[config.mk]
export PLATFORM = sky130hd
export DESIGN_NAME = poly_sequencer_flat
export DESIGN_NICKNAME = d
export VERILOG_FILES = /design/src/rtl/poly_sequencer_if.sv /design/src/rtl/poly_sequencer.sv /design/src/flat_wrapper.sv
export SDC_FILE = /design/constraint.sdc
export NUM_CORES = 1
export LEC_CHECK = 0
export CORE_UTILIZATION = 40
export CTS_CLUSTER_DIAMETER = 150
export DETAILED_ROUTE_END_ITERATION = 8
export HOLD_SLACK_MARGIN = 0.03
export PLACE_DENSITY_LB_ADDON = 0.2
export SETUP_SLACK_MARGIN = 0.4
export SYNTH_ARGS = -nofsm -noshare
export SYNTH_HDL_FRONTEND = slang
export SYNTH_SLANG_ARGS = --single-unit
[constraint.sdc]
create_clock -name clk -period 1.9 [get_ports clk]
set_input_delay 0.285 -clock clk [delete_from_list [all_inputs] [get_ports clk]]
set_output_delay 0.285 -clock clk [all_outputs]
set_load 0.01 [all_outputs]
[src/rtl/poly_sequencer_if.sv]
// Handshake bundle between the stimulus source and poly_sequencer.
//   mode      : evaluation mode, sampled by the sequencer on the A transfer
//   clear     : synchronous abort back to operand intake
//   in_valid  : operand on the datapath data_in is valid
//   in_ready  : sequencer accepts the operand this cycle
//   out_valid : datapath result register holds a finished result
//   out_ready : consumer takes the result
// master = source/consumer side, slave = sequencer side.
interface poly_sequencer_if;
  logic [1:0] mode;
  logic       clear;
  logic       in_valid;
  logic       in_ready;
  logic       out_valid;
  logic       out_ready;

  modport master (
    output mode, clear, in_valid, out_ready,
    input  in_ready, out_valid
  );

  modport slave (
    input  mode, clear, in_valid, out_ready,
    output in_ready, out_valid
  );
endinterface

[src/rtl/poly_sequencer.sv]
// poly_sequencer: handshaked controller for the 8-bit A/B/C/X polynomial
// datapath. Takes four operands (A, B, C, X) over valid/ready, runs a
// mode-dependent add/multiply microsequence, then holds the result until
// the consumer takes it.
// Ports:
//   clk, resetn        : clock, asynchronous active-low reset
//   hs                 : handshake bundle (mode, clear, in/out valid/ready)
//   ld_a..ld_x, ld_r   : datapath register load enables
//   ld_alu_out         : A/B load source is the ALU output instead of data_in
//   alu_select_a/b     : operand mux selects (0=A, 1=B, 2=C, 3=X)
//   alu_op             : 0 add, 1 multiply
//   busy               : high in the compute states
//   eval_count         : number of results consumed, wraps
module poly_sequencer #(
  parameter int unsigned CNT_W = 16
) (
  input  logic             clk,
  input  logic             resetn,
  poly_sequencer_if.slave  hs,
  output logic             ld_a,
  output logic             ld_b,
  output logic             ld_c,
  output logic             ld_x,
  output logic             ld_r,
  output logic             ld_alu_out,
  output logic [1:0]       alu_select_a,
  output logic [1:0]       alu_select_b,
  output logic             alu_op,
  output logic             busy,
  output logic [CNT_W-1:0] eval_count
);

  localparam int unsigned SEL_W = 2;

  localparam logic [1:0] MODE_QUAD = 2'd0;
  localparam logic [1:0] MODE_LIN  = 2'd1;
  localparam logic [1:0] MODE_RSVD = 2'd3;

  localparam logic [SEL_W-1:0] SEL_A = SEL_W'(0);
  localparam logic [SEL_W-1:0] SEL_B = SEL_W'(1);
  localparam logic [SEL_W-1:0] SEL_C = SEL_W'(2);
  localparam logic [SEL_W-1:0] SEL_X = SEL_W'(3);

  localparam logic OP_ADD = 1'b0;
  localparam logic OP_MUL = 1'b1;

  typedef enum logic [3:0] {
    LOAD_A,
    LOAD_B,
    LOAD_C,
    LOAD_X,
    CALC0,
    CALC1,
    CALC2,
    CALC3,
    DONE
  } state_t;

  state_t     state;
  logic [1:0] mode_q;
  logic       in_ready_c;
  logic       out_valid_c;
  logic       xfer;

  assign xfer         = hs.in_valid && in_ready_c;
  assign hs.in_ready  = in_ready_c;
  assign hs.out_valid = out_valid_c;

  // State, latched mode and completed-evaluation counter.
  always_ff @(posedge clk or negedge resetn) begin
    if (!resetn) begin
      state      <= LOAD_A;
      mode_q     <= MODE_QUAD;
      eval_count <= '0;
    end else begin
      // Reserved mode is folded into quadratic at capture time so the
      // compute states only ever see 0, 1 or 2.
      if (state == LOAD_A && xfer) begin
        mode_q <= (hs.mode == MODE_RSVD) ? MODE_QUAD : hs.mode;
      end

      if (hs.clear) begin
        state <= LOAD_A;
      end else begin
        case (state)
          LOAD_A: if (xfer) state <= LOAD_B;
          LOAD_B: if (xfer) state <= LOAD_C;
          LOAD_C: if (xfer) state <= LOAD_X;
          LOAD_X: if (xfer) state <= CALC0;
          CALC0:  state <= CALC1;
          CALC1:  state <= (mode_q == MODE_QUAD) ? CALC2 : DONE;
          CALC2:  state <= CALC3;
          CALC3:  state <= DONE;
          DONE: begin
            if (hs.out_ready) begin
              state      <= LOAD_A;
              eval_count <= eval_count + CNT_W'(1);
            end
          end
          default: state <= LOAD_A;
        endcase
      end
    end
  end

  // Output decode; everything is forced low while reset is asserted.
  always_comb begin
    in_ready_c   = 1'b0;
    out_valid_c  = 1'b0;
    ld_a         = 1'b0;
    ld_b         = 1'b0;
    ld_c         = 1'b0;
    ld_x         = 1'b0;
    ld_r         = 1'b0;
    ld_alu_out   = 1'b0;
    alu_select_a = SEL_A;
    alu_select_b = SEL_A;
    alu_op       = OP_ADD;
    busy         = 1'b0;

    if (resetn) begin
      case (state)
        LOAD_A: begin
          in_ready_c = 1'b1;
          ld_a       = hs.in_valid;
        end
        LOAD_B: begin
          in_ready_c = 1'b1;
          ld_b       = hs.in_valid;
        end
        LOAD_C: begin
          in_ready_c = 1'b1;
          ld_c       = hs.in_valid;
        end
        LOAD_X: begin
          in_ready_c = 1'b1;
          ld_x       = hs.in_valid;
        end
        CALC0: begin
          // A <= A*A for square-plus, A <= A*X otherwise.
          busy         = 1'b1;
          ld_a         = 1'b1;
          ld_alu_out   = 1'b1;
          alu_op       = OP_MUL;
          alu_select_a = SEL_A;
          alu_select_b = (mode_q == MODE_QUAD || mode_q == MODE_LIN) ? SEL_X : SEL_A;
        end
        CALC1: begin
          busy         = 1'b1;
          alu_op       = OP_ADD;
          alu_select_a = SEL_A;
          if (mode_q == MODE_QUAD) begin
            // Horner middle step: A <= A+B
            alu_select_b = SEL_B;
            ld_a         = 1'b1;
            ld_alu_out   = 1'b1;
          end else if (mode_q == MODE_LIN) begin
            alu_select_b = SEL_B;
            ld_r         = 1'b1;
          end else begin
            alu_select_b = SEL_C;
            ld_r         = 1'b1;
          end
        end
        CALC2: begin
          busy         = 1'b1;
          ld_a         = 1'b1;
          ld_alu_out   = 1'b1;
          alu_op       = OP_MUL;
          alu_select_a = SEL_A;
          alu_select_b = SEL_X;
        end
        CALC3: begin
          busy         = 1'b1;
          ld_r         = 1'b1;
          alu_op       = OP_ADD;
          alu_select_a = SEL_A;
          alu_select_b = SEL_C;
        end
        DONE: begin
          out_valid_c = 1'b1;
        end
        default: begin
          in_ready_c = 1'b0;
        end
      endcase
    end
  end

endmodule

[src/flat_wrapper.sv]
// flat-port wrapper written by rule: the top's interface ports become plain ports
module poly_sequencer_flat 
#(
  parameter int unsigned CNT_W = 16
)
  (clk, resetn, ld_a, ld_b, ld_c, ld_x, ld_r, ld_alu_out, alu_select_a, alu_select_b, alu_op, busy, eval_count, hs_mode, hs_clear, hs_in_valid, hs_out_ready, hs_in_ready, hs_out_valid);
  poly_sequencer_if hs_i ();
  input  logic clk;
  input  logic resetn;
  output logic ld_a;
  output logic ld_b;
  output logic ld_c;
  output logic ld_x;
  output logic ld_r;
  output logic ld_alu_out;
  output logic [1:0] alu_select_a;
  output logic [1:0] alu_select_b;
  output logic alu_op;
  output logic busy;
  output logic [CNT_W-1:0] eval_count;
  input wire logic [$bits(hs_i.mode)-1:0] hs_mode;
  input wire logic [$bits(hs_i.clear)-1:0] hs_clear;
  input wire logic [$bits(hs_i.in_valid)-1:0] hs_in_valid;
  input wire logic [$bits(hs_i.out_ready)-1:0] hs_out_ready;
  output wire logic [$bits(hs_i.in_ready)-1:0] hs_in_ready;
  output wire logic [$bits(hs_i.out_valid)-1:0] hs_out_valid;
  assign hs_i.mode = hs_mode;
  assign hs_i.clear = hs_clear;
  assign hs_i.in_valid = hs_in_valid;
  assign hs_i.out_ready = hs_out_ready;
  assign hs_in_ready = hs_i.in_ready;
  assign hs_out_valid = hs_i.out_valid;
  poly_sequencer #(.CNT_W(CNT_W)) u_core (.clk(clk), .resetn(resetn), .hs(hs_i), .ld_a(ld_a), .ld_b(ld_b), .ld_c(ld_c), .ld_x(ld_x), .ld_r(ld_r), .ld_alu_out(ld_alu_out), .alu_select_a(alu_select_a), .alu_select_b(alu_select_b), .alu_op(alu_op), .busy(busy), .eval_count(eval_count));
endmodule
## After elaboration in Yosys (flattened, before gate mapping)

Cells that the tools add are included.

| cells by class | value |
|---|---|
| add/sub/neg operators | 1 |
| equality and inequality tests | 15 |
| multiplexer cells | 36 |
| bitwise operators | 1 |
| reductions and logical operators | 10 |

Operator list:

| operator | number |
|---|---|
| case mux 4 bit (9 select lines) | 1 |
| 2-to-1 mux 4 bit | 7 |
| 2-to-1 mux 1 bit | 19 |
| adder 16 x 1 -> 16 bit, second input constant | 1 |
| == test 4 x 3 -> 1 bit, second input constant | 4 |
| inequality test 3 x 2 -> 1 bit, second input constant | 4 |
| 2-to-1 mux 2 bit | 5 |
| == test 4 x 2 -> 1 bit, second input constant | 2 |
| case mux 2 bit (4 select lines) | 1 |
| OR reduction 4 bit | 2 |
| AND reduction 5 bit | 1 |
| == test 4 x 1 -> 1 bit, second input constant | 1 |
| == test 4 bit, second input constant | 1 |
| logical NOT 4 bit | 1 |
| case mux 1 bit (2 select lines) | 2 |
| inequality test 3 bit, second input constant | 1 |
| case mux 1 bit (3 select lines) | 1 |
| AND reduction 3 bit | 1 |
| == test 2 x 1 -> 1 bit, second input constant | 1 |
| == test 2 bit, second input constant | 1 |
| logical AND 1 bit | 2 |
| logical NOT 2 bit | 1 |
| OR reduction 2 bit | 1 |
| logical OR 1 bit | 1 |
| NOT 1 bit | 1 |

| storage, ports and cells | value |
|---|---|
| register bits | 22 |
| bits of input ports | 7 |
| output and inout bits | 30 |
| word-level logic and storage cells | 66 |

## Logic depth before layout (Yosys ltp)

| logic depth | value |
|---|---|
| word-level depth | 8 |
| gate-level depth with buffers | 5 |
| mapped depth without buffers | 4 |

## Least setup slack after synthesis

OpenSTA, ideal clock, no wires.

| timing path | value |
|---|---|
| kind | register to register |
| from | register u_core.state[0] |
| to | register u_core.eval_count[11] |
| arrival time | 1.557 ns |
| required time | 1.774 ns |
| setup slack | 0.217 ns |
| stages on the path, launching flop included | 5 |
| cell sequence | dfrtp_1 > or4b_4 > nor4_4 > nand4_1 > xnor2_1 |

| between the ends | value |
|---|---|
| word-level cells in the longest chain between the ends | 2 |

RTL lines:

| item | line | source |
|---|---|---|
| start: declaration | poly_sequencer.sv:59 | `state_t state;` |
| start signal: assignment | poly_sequencer.sv:91 | `CALC1: state <= (mode_q == MODE_QUAD) ? CALC2 : DONE;` |
| == test 4 bit | poly_sequencer.sv:85 | `case (state)` |
| AND reduction 3 bit (no source line) | n/a |  |
| end signal: assignment | poly_sequencer.sv:97 | `eval_count <= eval_count + CNT_W'(1);` |
| end: declaration | poly_sequencer.sv:30 | `output logic [CNT_W-1:0] eval_count` |

No other way between the ends.
A chain may end at the register's enable or synchronous reset.

## Final worst setup path

| timing path | value |
|---|---|
| from | register u_core.state[2] |
| to | output ld_x |

| between the ends | value |
|---|---|
| word-level cells in the longest chain between the ends | 3 |

RTL lines:

| item | line | source |
|---|---|---|
| == test 4 x 2 -> 1 bit | poly_sequencer.sv:122 | `case (state)` |
| 2-to-1 mux 1 bit | poly_sequencer.sv:122 |  |
| 2-to-1 mux 1 bit | poly_sequencer.sv:121 | `if (resetn) begin` |
| end: declaration | flat_wrapper.sv:13 | `output logic ld_x;` |

No other way between the ends.

==> implementation parameters <==
Parameter                              Value

Worst setup path
  Critical path data arrival time ... roughly 1700 ps
  Data required time at the worst endpoint ... 1620 ps
  Kind of end point of the critical path ... primary output
  FF-to-FF End ... u_core.eval_count[11]
  Worst reg-to-reg path cell count ... 6
  Reg-to-reg setup timing slack ... 10 ps
  Critical-path maximum fanout ... 3
  Startpoint of the most critical setup path ... u_core.state[2]
  RR Startpoint ... u_core.state[2]
  Critical path class ... register to primary output
  Type of element launching the critical path ... register

GRT
  Number of global-route vias before repair ... 1245
  Largest net degree at the start of global routing ... 26
  Aggregate global-route resource usage ... 0.229
  Initial antenna violation count ... 0
  Leftover overflow at the end of global routing ... 0
  First-pass GRT wire length ... ~5.7 mm

Synthesis
  Combinational family with the most area after synthesis ... simple AND/OR/NAND/NOR gates
  Area fraction in compound gates after synthesis ... 0.0652
  Total of flip-flops plus latches after synthesis ... 22
  Basic-gate share of the synthesized area counting and, or, nand and nor cells ... 0.292
  Distinct cell type count of the synthesized netlist ... 32
  Area of the mapped netlist ... around 0.0012 sq mm
  Share of the yosys chip area belonging to registers ... 0.463
  Gate count after technology mapping ... 122
  Area share of the largest cell type after synthesis ... 0.463
  Average cell area after synthesis ... 9.75 sq um
  Top cells by area, synth ... dfrtp_1 (46%), xor2_1 (6.6%), xnor2_1 (5.9%)
  Number of warnings issued by yosys ... 0
  Cell taking the most area after synthesis ... dfrtp_1
  Post-synthesis mux area share ... 0.00946
  Synth Area in Adders ... 0.0105
  Xor/xnor share of the synthesized area ... 0.125

Power
  P_sw ... 0.000236 W
  Share of total power consumed by net switching ... 0.237
  Internal power summed over all cells ... 0.000759 W
  PwrDens ... 455 mW/mm^2
  Max VDD drop ... 701 uV
  Clock group share of total power ... 0.366
  Flop pwr share ... 0.501
  Share of total power in combinational logic ... 0.134
  Leak Pwr ... around 1.2 nW

STA
  Maximum operating frequency ... about 510 MHz
  Total setup violations reported at the end of the flow ... 5
  Final Hold Vio Count ... 0
  Fin Clk Skew ... 20.7 ps
  Crit path time final ... 1960 ps
  Final period utilization ... 1.03
  Pins over their slew limit ... 0
  Worst-margin pin slew ... between 500 and 600 ps
  Post-route setup slack ... -55.1 ps
  RSZ-0062 raised after global routing ... yes
  Remaining max-slew budget at the tightest pin ... 0.624
  Worst hold margin ... approximately 130 ps

Clock tree
  Hold-fix buffers, CTS ... 0
  CTS tree ... done
  Clock transition time at the flip-flop clock pins of the worst setup and hold paths ... approximately 140 ps
  Clock latency reported for the late side of the worst-skew pair ... around 320 ps
  Root cell of the clock tree ... clkbuf_4
  Number of buffers created by CTS ... 3
  Clock Sinks ... 22
  CTS H-tree lvls ... 1
  Max Buffers Root-to-Sink ... 2

Finish
  Fraction of final layout cells sized beyond drive strength 1 ... 0.471
  Net count reported at finish ... between 200 and 250
  Synthesis-to-finish area growth ... 83.6%
  Core Util, Final ... 0.785
  Antenna cells ... 0
  FF/Latch Area ... roughly 560 sq um
  Footprint of the multi-input gates ... between 800 and 900 sq um
  Fill cell instance count of the final layout ... 174
  Commonest non-fill, non-tap cell in the layout ... buf_4
  Leading cell types in the layout, fill and taps excluded ... buf_4 (39), dfrtp_1 (18), dlygate4sd2_1 (17)

Place
  DP HPWL ... 2.00 mm
  Number of buffers inserted by port buffering ... 34
  Global placement routability congestion ... 0.789
  Setup WS pre-CTS ... -443 ps

Floorplan
  Chip height ... 56.5 microns
  Core region area ... around 0.0028 sq mm
  Top Ports ... 37
  Die Wd ... 56.5 microns
  Die area ... 0.00320 sq mm
  Effective utilization at floorplan ... 0.428
  Placement row count ... 19

Routing
  Overall via count from detail_route ... 1252
  DRC violations left ... 0
  Total wire length after detailed routing ... 3.69 mm
  Initial DRC Count ... 51
  Drt first pass iters ... 4
  Routed wire length per instance ... 15.7 microns
  Antenna Violating Nets Remaining ... 0
  Via-to-Cell Ratio ... ~5.3

Run status
  Violations in the final reports ... setup timing
  Outcome ... complete, but fails checks

Min path
  Worst min path class ... primary input to async pin

Flow run
  # Max-Cap Violations ... 0
[synth_stat cells]
cell type	instances
dfrtp_1	22
nor2_1	11
nand2_1	10
xor2_1	9
xnor2_1	8
nand3_1	6
nor3_1	6
nand2b_1	5
nand4_1	4
nor2b_1	4
o21ai_0	4
a21oi_1	3
and2_1	3
clkbuf_1	3
inv_1	3
a211oi_1	2
and3_1	2
buf_4	2
nor4_1	2
and3b_1	1
and4_1	1
conb_1	1
ha_1	1
mux2_2	1
nor4_4	1
nor4b_2	1
nor4bb_1	1
o21ba_2	1
o31ai_1	1
o32a_1	1
or2_2	1
or4b_4	1
[power by group through the flow]
stage | sequential, W | clock (W) | combinational, W
2_1_floorplan | 0.000498 | 0 | 0.0000497
3_3_place_gp | 0.000499 | 0 | 0.000104
3_5_place_dp | 0.000500 | 0 | 0.000107
4_1_cts | 0.000496 | 0.000362 | 0.000125
5_1_grt | 0.000499 | 0.000391 | 0.000145
6_report | 0.000498 | 0.000364 | 0.000133
[critical path, stage by stage, from the launching register on]
cell and delay, ps:
dfrtp_2 430, buf_6 120, nor4bb_4 310, buf_4 180, and3_4 190, buf_6 100
[repair_timing]
item	CTS	global route
pin swaps	12	12
resized for setup	98	17
buffers inserted	27	4
setup endpoints to repair	43	34
[sequential cells by signal, summed over array words and instances (netlist names)]
name	flops
u_core.state	4
u_core.eval_count	16
u_core.mode_q	2
[stage by stage]
stage	instances	power, W	TNS [ps]	instance area, sq um
finish	235	0.000995	-172	2180
global placement	200	0.000603	-3210	1680
floorplan	123	0.000547	0	1200
global route	235	0.00104	-841	2180
CTS	231	0.000983	0	2070
detailed placement	200	0.000607	-3280	1680
[cells by family (layout without fill, tap and decap cells)]
kind of cell | Yosys count | count (layout)
xor+xnor | 17 | 17
mux | 1 | 1
buf+inv | 8 | 89
fa+ha+maj | 1 | 1
compound gates | 12 | 12
flops | 22 | 22
other cells | 1 | 2
simple gates | 60 | 60
[per-layer routing]
layer / part of all wire / track usage / vias to the layer above / wire length, microns
li1: - / - / 586 / -
met1: 0.42 / 0.288 / 605 / 1530
met2: 0.50 / 0.383 / 49 / 1850
met3: 0.057 / 0.0553 / 12 / 210
met4: 0.026 / 0.0767 / 0 / 95
met5: 0 / 0 / - / 0
[worst max path at each step]
| stage | end | slack, ps |
|---|---|---|
| 2_1_floorplan | u_core.eval_count[11] | 370 |
| 3_3_place_gp | ld_x | -440 |
| 3_5_place_dp | ld_x | -440 |
| 4_1_cts | ld_x | 9 |
| 5_1_grt | ld_x | -120 |
| 6_report | ld_x | -60 |
[area by class of cell]
class	instances	share of cell area
repair buffers	82	0.322
clock inverters	1	0.0137
inverters	3	0.00630
clock buffers	3	0.0103
flip-flops and latches	22	0.254
well taps	31	0.0178
multi-input cells	93	0.375
Power figures use the tool's default switching activity.
